===== config.mk =====
export PLATFORM = sky130hd
export DESIGN_NAME = usb_frame_serializer_flat
export DESIGN_NICKNAME = d
export VERILOG_FILES = /design/src/rtl/usb_frame_serializer_if.sv /design/src/rtl/usb_frame_serializer.sv /design/src/flat_wrapper.sv
export SDC_FILE = /design/constraint.sdc
export NUM_CORES = 1
export LEC_CHECK = 0
export CORE_MARGIN = 3
export CORE_UTILIZATION = 50
export CTS_CLUSTER_SIZE = 24
export DETAILED_ROUTE_END_ITERATION = 12
export PLACE_DENSITY = 0.77
export SYNTH_ARGS = -nofsm -noshare
export SYNTH_HDL_FRONTEND = slang
export SYNTH_SLANG_ARGS = --single-unit

===== constraint.sdc =====
create_clock -name clk_ice -period 4.2 [get_ports clk_ice]
set_clock_uncertainty 0.15 [all_clocks]
set_input_delay 0.63 -clock clk_ice [delete_from_list [all_inputs] [get_ports clk_ice]]
set_output_delay 0.63 -clock clk_ice [all_outputs]
set_load 0.01 [all_outputs]

===== src/rtl/usb_frame_serializer_if.sv =====
// FIFO-side and UART-side signal bundle of the USB frame serializer.
interface usb_frame_serializer_if;
    logic        INFO_buff_empty;
    logic [15:0] USB_INFO_DATA;
    logic        INFO_re;
    logic        DATA_buff_empty;
    logic [7:0]  USB_DATA;
    logic        DATA_re;
    logic [7:0]  TX_DATA;
    logic        TX_VALID;
    logic        TX_READY;
    logic        BUSY;

    modport master (
        input  INFO_buff_empty, USB_INFO_DATA, DATA_buff_empty, USB_DATA, TX_READY,
        output INFO_re, DATA_re, TX_DATA, TX_VALID, BUSY
    );

    modport slave (
        output INFO_buff_empty, USB_INFO_DATA, DATA_buff_empty, USB_DATA, TX_READY,
        input  INFO_re, DATA_re, TX_DATA, TX_VALID, BUSY
    );
endinterface


===== src/rtl/usb_frame_serializer.sv =====
// Turns captured USB packets (INFO word + payload FIFO) into SYNC/HDR/payload frames for UART TX.
// Define USB_FRAME_CSUM_EN to append an XOR checksum byte (HDR0, HDR1, payload) to every frame.
module usb_frame_serializer #(
    parameter logic [7:0] SYNC_BYTE = 8'hA5,
    parameter logic [9:0] MAX_LEN   = 10'd1023
) (
    input  logic                    clk_ice,
    input  logic                    rst,
    usb_frame_serializer_if.master  bus
);

    typedef enum logic [3:0] {
        IDLE,
        INFO_WAIT,
        SYNC,
        HDR0,
        HDR1,
        DATA_RD,
        DATA_WAIT,
        DATA_TX
`ifdef USB_FRAME_CSUM_EN
        , CSUM
`endif
    } state_t;

    state_t      state_q, state_d;
    logic        info_re_q, info_re_d;
    logic        data_re_q, data_re_d;
    logic        tx_valid_q, tx_valid_d;
    logic [7:0]  tx_data_q, tx_data_d;
    logic [9:0]  byte_cnt_q, byte_cnt_d;
    logic [5:0]  rxcmd_q, rxcmd_d;
    logic [9:0]  len_q, len_d;
    logic        hs;
    logic        last_byte;
`ifdef USB_FRAME_CSUM_EN
    logic [7:0]  csum_q, csum_d;
`endif

    function automatic logic [9:0] clamp_len(input logic [9:0] len);
        return (len > MAX_LEN) ? MAX_LEN : len;
    endfunction

    assign hs = tx_valid_q & bus.TX_READY;

    always_comb begin
        state_d    = state_q;
        info_re_d  = 1'b0;
        data_re_d  = 1'b0;
        tx_valid_d = tx_valid_q;
        tx_data_d  = tx_data_q;
        byte_cnt_d = byte_cnt_q;
        rxcmd_d    = rxcmd_q;
        len_d      = len_q;
        last_byte  = 1'b0;
`ifdef USB_FRAME_CSUM_EN
        csum_d     = csum_q;
`endif
        case (state_q)
            IDLE: begin
                if (!bus.INFO_buff_empty) begin
                    info_re_d = 1'b1;
                    state_d   = INFO_WAIT;
                end
            end
            // First INFO_WAIT cycle carries the pop; the word is readable on the second.
            INFO_WAIT: begin
                if (!info_re_q) begin
                    rxcmd_d    = bus.USB_INFO_DATA[15:10];
                    len_d      = clamp_len(bus.USB_INFO_DATA[9:0]);
                    byte_cnt_d = 10'd0;
                    tx_data_d  = SYNC_BYTE;
                    tx_valid_d = 1'b1;
                    state_d    = SYNC;
`ifdef USB_FRAME_CSUM_EN
                    csum_d     = 8'h00;
`endif
                end
            end
            SYNC: begin
                if (hs) begin
                    tx_data_d = {rxcmd_q, len_q[9:8]};
                    state_d   = HDR0;
                end
            end
            HDR0: begin
                if (hs) begin
                    tx_data_d = len_q[7:0];
                    state_d   = HDR1;
                end
            end
            HDR1: begin
                if (hs) begin
                    if (len_q == 10'd0) begin
                        last_byte = 1'b1;
                    end else begin
                        tx_valid_d = 1'b0;
                        state_d    = DATA_RD;
                    end
                end
            end
            DATA_RD: begin
                if (!bus.DATA_buff_empty) begin
                    data_re_d = 1'b1;
                    state_d   = DATA_WAIT;
                end
            end
            DATA_WAIT: begin
                if (!data_re_q) begin
                    tx_data_d  = bus.USB_DATA;
                    tx_valid_d = 1'b1;
                    state_d    = DATA_TX;
                end
            end
            DATA_TX: begin
                if (hs) begin
                    byte_cnt_d = byte_cnt_q + 10'd1;
                    if (byte_cnt_d == len_q) begin
                        last_byte = 1'b1;
                    end else begin
                        tx_valid_d = 1'b0;
                        state_d    = DATA_RD;
                    end
                end
            end
`ifdef USB_FRAME_CSUM_EN
            CSUM: begin
                if (hs) begin
                    tx_valid_d = 1'b0;
                    state_d    = IDLE;
                end
            end
`endif
            default: begin
                tx_valid_d = 1'b0;
                state_d    = IDLE;
            end
        endcase

`ifdef USB_FRAME_CSUM_EN
        if (hs && (state_q == HDR0 || state_q == HDR1 || state_q == DATA_TX)) begin
            csum_d = csum_q ^ tx_data_q;
        end
`endif
        // The frame's final data/header byte has just been accepted.
        if (last_byte) begin
`ifdef USB_FRAME_CSUM_EN
            tx_data_d  = csum_d;
            state_d    = CSUM;
`else
            tx_valid_d = 1'b0;
            state_d    = IDLE;
`endif
        end
    end

    always_ff @(posedge clk_ice or posedge rst) begin
        if (rst) begin
            state_q    <= IDLE;
            info_re_q  <= 1'b0;
            data_re_q  <= 1'b0;
            tx_valid_q <= 1'b0;
            tx_data_q  <= 8'h00;
            byte_cnt_q <= 10'd0;
        end else begin
            state_q    <= state_d;
            info_re_q  <= info_re_d;
            data_re_q  <= data_re_d;
            tx_valid_q <= tx_valid_d;
            tx_data_q  <= tx_data_d;
            byte_cnt_q <= byte_cnt_d;
        end
    end

    // Packet descriptor and checksum are reloaded at every frame start.
    always_ff @(posedge clk_ice) begin
        rxcmd_q <= rxcmd_d;
        len_q   <= len_d;
`ifdef USB_FRAME_CSUM_EN
        csum_q  <= csum_d;
`endif
    end

    assign bus.INFO_re  = info_re_q;
    assign bus.DATA_re  = data_re_q;
    assign bus.TX_VALID = tx_valid_q;
    assign bus.TX_DATA  = tx_data_q;
    assign bus.BUSY     = (state_q != IDLE);

endmodule


===== src/flat_wrapper.sv =====
// flat-port wrapper written by rule: the top's interface ports become plain ports
module usb_frame_serializer_flat 
#(
    parameter logic [7:0] SYNC_BYTE = 8'hA5,
    parameter logic [9:0] MAX_LEN   = 10'd1023
)
  (clk_ice, rst, bus_INFO_buff_empty, bus_USB_INFO_DATA, bus_DATA_buff_empty, bus_USB_DATA, bus_TX_READY, bus_INFO_re, bus_DATA_re, bus_TX_DATA, bus_TX_VALID, bus_BUSY);
  usb_frame_serializer_if bus_i ();
  input  logic clk_ice;
  input  logic rst;
  input wire logic [$bits(bus_i.INFO_buff_empty)-1:0] bus_INFO_buff_empty;
  input wire logic [$bits(bus_i.USB_INFO_DATA)-1:0] bus_USB_INFO_DATA;
  input wire logic [$bits(bus_i.DATA_buff_empty)-1:0] bus_DATA_buff_empty;
  input wire logic [$bits(bus_i.USB_DATA)-1:0] bus_USB_DATA;
  input wire logic [$bits(bus_i.TX_READY)-1:0] bus_TX_READY;
  output wire logic [$bits(bus_i.INFO_re)-1:0] bus_INFO_re;
  output wire logic [$bits(bus_i.DATA_re)-1:0] bus_DATA_re;
  output wire logic [$bits(bus_i.TX_DATA)-1:0] bus_TX_DATA;
  output wire logic [$bits(bus_i.TX_VALID)-1:0] bus_TX_VALID;
  output wire logic [$bits(bus_i.BUSY)-1:0] bus_BUSY;
  assign bus_i.INFO_buff_empty = bus_INFO_buff_empty;
  assign bus_i.USB_INFO_DATA = bus_USB_INFO_DATA;
  assign bus_i.DATA_buff_empty = bus_DATA_buff_empty;
  assign bus_i.USB_DATA = bus_USB_DATA;
  assign bus_i.TX_READY = bus_TX_READY;
  assign bus_INFO_re = bus_i.INFO_re;
  assign bus_DATA_re = bus_i.DATA_re;
  assign bus_TX_DATA = bus_i.TX_DATA;
  assign bus_TX_VALID = bus_i.TX_VALID;
  assign bus_BUSY = bus_i.BUSY;
  usb_frame_serializer #(.SYNC_BYTE(SYNC_BYTE), .MAX_LEN(MAX_LEN)) u_core (.clk_ice(clk_ice), .rst(rst), .bus(bus_i));
endmodule

==> flow_results.xml <==
<?xml version="1.0" encoding="UTF-8"?>
<metrics>
  <group name="worst_hold_path">
    <metric name="hold_path_startpoint" unit="">u_core.byte_cnt_q[9]</metric>
    <metric name="worstHoldPathType" unit="">flop to flop</metric>
  </group>
  <group name="worst_setup_path">
    <metric name="critPathSlowestCell" unit="">sky130_fd_sc_hd__ha_1</metric>
    <metric name="critical_path_required" unit="ps">4230</metric>
    <metric name="worstPathBufferInverterCount" unit="">0</metric>
    <metric name="critical_path.top_delay_family" unit="">compound AO/OA/AOI/OAI gates</metric>
    <metric name="crit_path_cell_trace" unit="">ha_1, nand2_1, nor4_2, nand4_1, o31ai_1, o211ai_2, mux2_4</metric>
    <metric name="critPathMaxFanout" unit="">20</metric>
    <metric name="crit_start" unit="">u_core.state_q[1]</metric>
    <metric name="critPathKind" unit="">flop to flop</metric>
    <metric name="cp_slowest_stage_delay" unit="ps">570</metric>
    <metric name="reg2reg_from" unit="">u_core.state_q[1]</metric>
    <metric name="endpoint_kind" unit="">flop</metric>
    <metric name="worst_setup_path_start_kind" unit="">flop</metric>
    <metric name="critPathArrivalTime" unit="ps">2990</metric>
  </group>
  <group name="clock_network">
    <metric name="htreeDepth" unit="">2</metric>
    <metric name="clk_transition_reported_paths" unit="ps">80</metric>
    <metric name="tritoncts_clock_tree" unit="">built</metric>
    <metric name="clockBufferDepth" unit="">2</metric>
    <metric name="cts_root_buffer" unit="">sky130_fd_sc_hd__clkbuf_8</metric>
    <metric name="postCtsSetupRepairBufs" unit="">0</metric>
    <metric name="numCtsBuffers" unit="">5</metric>
    <metric name="clock_sinks" unit="">40</metric>
    <metric name="cts-resized-gates" unit="">0</metric>
    <metric name="holdBufCountCts" unit="">0</metric>
    <metric name="worst_skew_pair.late_latency" unit="ps">290</metric>
  </group>
  <group name="detailed_routing">
    <metric name="detail_route.wirelength.met1" unit="mm">2.27</metric>
    <metric name="antenna_violating_nets_post_route" unit="">0</metric>
    <metric name="route.vias.total" unit="">1791</metric>
    <metric name="top_layer" unit="">met4</metric>
    <metric name="route.met3.wl" unit="um">208</metric>
    <metric name="starting_drc_count_in_detailed_routing" unit="">128</metric>
    <metric name="routed-wl-met2" unit="mm">2.31</metric>
    <metric name="routedWlPerCell" unit="um">15.6</metric>
    <metric name="remaining_drc_errors" unit="">0</metric>
    <metric name="postRouteWirelength" unit="mm">4.84</metric>
    <metric name="avgViaCountPerCell" unit="">5.78</metric>
    <metric name="drt_pass1_iterations" unit="">4</metric>
  </group>
  <group name="placed_design">
    <metric name="detailed_place_hpwl" unit="mm">3.59</metric>
    <metric name="io_buffers" unit="">40</metric>
    <metric name="gpl.final_weighted_congestion" unit="">0.786</metric>
    <metric name="dp_slack" unit="ps">1280</metric>
    <metric name="post-place-cells" unit="">302</metric>
  </group>
  <group name="timing">
    <metric name="finalSetupViolCount" unit="">0</metric>
    <metric name="totalNegativeSetupSlack" unit="ps">0</metric>
    <metric name="timing.final.crit_period" unit="ps">2960</metric>
    <metric name="worst_hold_slack" unit="ps">368</metric>
    <metric name="max-slew-margin-rel" unit="%">36.1</metric>
    <metric name="finalWorstSetupSlack" unit="ps">1240</metric>
    <metric name="drv_slew" unit="">0</metric>
    <metric name="final_hold_violations" unit="">0</metric>
    <metric name="timing.final.crit_share" unit="%">70.5</metric>
    <metric name="worst_tran_pin_value" unit="ps">957</metric>
    <metric name="max_clock_freq" unit="MHz">338</metric>
    <metric name="grt_setup_unrepaired" unit="">no</metric>
  </group>
  <group name="synthesis">
    <metric name="synth-edff-count" unit="">16</metric>
    <metric name="synth_area_leaders" unit="">sky130_fd_sc_hd__dfrtp_1 27%, sky130_fd_sc_hd__edfxtp_1 22%, sky130_fd_sc_hd__nor2_1 5.1%</metric>
    <metric name="sequential_to_total_area_share_from_yosys_stat" unit="%">48.5</metric>
    <metric name="post_synth_num_cell_types" unit="">44</metric>
    <metric name="mappedNetlistNets" unit="">265</metric>
    <metric name="synth_area" unit="um^2">2230</metric>
    <metric name="synth_seq_cells" unit="">40</metric>
    <metric name="synth_top_flop_cell" unit="">sky130_fd_sc_hd__dfrtp_1</metric>
    <metric name="post-synth-top-area-fraction" unit="%">27.0</metric>
    <metric name="synth.yosys.warnings" unit="">0</metric>
    <metric name="synth_most_common_cell" unit="">sky130_fd_sc_hd__nor2_1</metric>
    <metric name="yosys-top-cells-count" unit="">30 x sky130_fd_sc_hd__nor2_1, 24 x sky130_fd_sc_hd__dfrtp_1, 22 x sky130_fd_sc_hd__o21ai_0</metric>
    <metric name="synthDominantAreaCellType" unit="">sky130_fd_sc_hd__dfrtp_1</metric>
    <metric name="synth_cells" unit="">231</metric>
    <metric name="post_synth.cell_area_avg" unit="um^2">9.65</metric>
    <metric name="share_of_async_settable_or_async_resettable_flops_after_synthesis" unit="%">60.0</metric>
  </group>
  <group name="floorplan">
    <metric name="rows" unit="">23</metric>
    <metric name="die-height" unit="um">72.8</metric>
    <metric name="die_width" unit="um">72.8</metric>
    <metric name="ios" unit="">41</metric>
    <metric name="coreArea" unit="um^2">4140</metric>
    <metric name="floorplan.initialDensity" unit="%">53.8</metric>
    <metric name="die_area" unit="um^2">5290</metric>
  </group>
  <group name="global_routing">
    <metric name="grt_antenna_before_repair" unit="">0</metric>
    <metric name="grt_first_pass_wirelength" unit="mm">7.96</metric>
    <metric name="globalRoute.totalOverflow" unit="">0</metric>
    <metric name="grt_start_max_net_pins" unit="">25</metric>
    <metric name="globalRouteTotalUtil" unit="%">19.4</metric>
    <metric name="grt_pass1_vias" unit="">1661</metric>
  </group>
  <group name="power_and_ir_drop">
    <metric name="powerDensity" unit="nW/um^2">639</metric>
    <metric name="design_power_total" unit="mW">1.74</metric>
    <metric name="ir_worst_vdd" unit="mV">0.301</metric>
    <metric name="leakage_power_total" unit="nW">1.07</metric>
  </group>
  <group name="final_layout">
    <metric name="area.sequential" unit="um^2">1080</metric>
    <metric name="area_delta_synth_final" unit="%">22.5</metric>
    <metric name="final_cells" unit="">310</metric>
    <metric name="nFillCells" unit="">348</metric>
    <metric name="drive_gt1_share" unit="%">5.77</metric>
    <metric name="multi_input_comb_area" unit="um^2">1030</metric>
    <metric name="antenna-diode-count" unit="">0</metric>
    <metric name="nNetsFinal" unit="">293</metric>
  </group>
  <group name="run_status">
    <metric name="outcome" unit="">finished clean</metric>
  </group>
  <group name="flow_run">
    <metric name="max_cap_violations" unit="">0</metric>
  </group>
</metrics>
## layout by cell type, fill, tap and decap left out, types with 3 or more instances in the layout
cell	instances
sky130_fd_sc_hd__nand3_1	4
sky130_fd_sc_hd__clkbuf_8	5
sky130_fd_sc_hd__xor2_1	6
sky130_fd_sc_hd__inv_1	10
sky130_fd_sc_hd__o221ai_1	4
sky130_fd_sc_hd__clkdlybuf4s50_1	40
sky130_fd_sc_hd__nand4_1	3
sky130_fd_sc_hd__dfrtp_1	24
sky130_fd_sc_hd__and3_1	3
sky130_fd_sc_hd__nor2b_1	3
sky130_fd_sc_hd__nor4_1	4
sky130_fd_sc_hd__nand2_1	13
sky130_fd_sc_hd__nor3_1	3
sky130_fd_sc_hd__a21oi_1	10
sky130_fd_sc_hd__edfxtp_1	16
sky130_fd_sc_hd__xnor2_1	8
sky130_fd_sc_hd__ha_1	5
sky130_fd_sc_hd__o21ai_0	22
sky130_fd_sc_hd__and2_1	3
sky130_fd_sc_hd__nor2_1	30
sky130_fd_sc_hd__o31ai_1	4
sky130_fd_sc_hd__mux2i_1	3
sky130_fd_sc_hd__a22oi_1	9
## per-layer routing
layer	global-route usage, %	vias up
met2	29.9	47
met1	27.5	862
li1	-	877
met5	0	-
met3	4.68	5
met4	5.33	0
## registers in the layout, indices dropped and copies added (netlist names)
signal / flops
u_core.byte_cnt_q: 10
u_core.bus.DATA_re: 1
u_core.state_q: 3
u_core.bus.TX_DATA: 8
u_core.len_q: 10
u_core.bus.INFO_re: 1
u_core.rxcmd_q: 6
u_core.bus.TX_VALID: 1
## layout make-up
class / instances / area share (%)
well taps: 50 / 2.29
flip-flops and latches: 40 / 39.6
repair buffers: 42 / 15.2
clock inverters: 3 / 1.38
clock buffers: 5 / 2.52
inverters: 10 / 1.38
multi-input cells: 160 / 37.6
## report_power, final
group	leakage (nW)	internal (mW)	switching [mW]	total, mW
Sequential	0.456	0.532	0.108	0.640
Combinational	0.556	0.379	0.420	0.799
Clock	0.0532	0.173	0.131	0.304
## cell families (layout without fill, tap and decap cells)
family / after synthesis / in the layout / share of synthesized area [%]
AND/OR/NAND/NOR: 74 / 74 / 16.1
AO/OA/AOI/OAI: 62 / 62 / 18.6
flip-flops: 40 / 40 / 48.5
buffers and inverters: 31 / 60 / 5.67
XOR/XNOR: 15 / 15 / 6.23
adder cells (fa/ha/maj): 5 / 5 / 2.81
multiplexers: 4 / 4 / 2.02
## per-stage QoR
step | cell area (um^2) | util [%]
2_1_floorplan | 2230 | -
3_3_place_gp | 2620 | 63.3
3_5_place_dp | 2620 | 63.3
4_1_cts | 2730 | 65.9
5_1_grt | 2730 | 65.9
6_report | 2730 | 65.9
## path summary, 6_finish.rpt
kind / to / slack, ps / cells past startpoint
max in group asynchronous: u_core.byte_cnt_q[9] / 2610 / 2
min in group asynchronous: u_core.bus.TX_DATA[7] / 700 / 2
setup / recovery: u_core.state_q[1] / 1240 / 7
hold reg to reg: u_core.byte_cnt_q[9] / 370 / 1
hold / removal: u_core.byte_cnt_q[9] / 370 / 1
setup reg to reg: u_core.state_q[1] / 1240 / 7
Note: power is estimated with default switching activity, not from simulation.
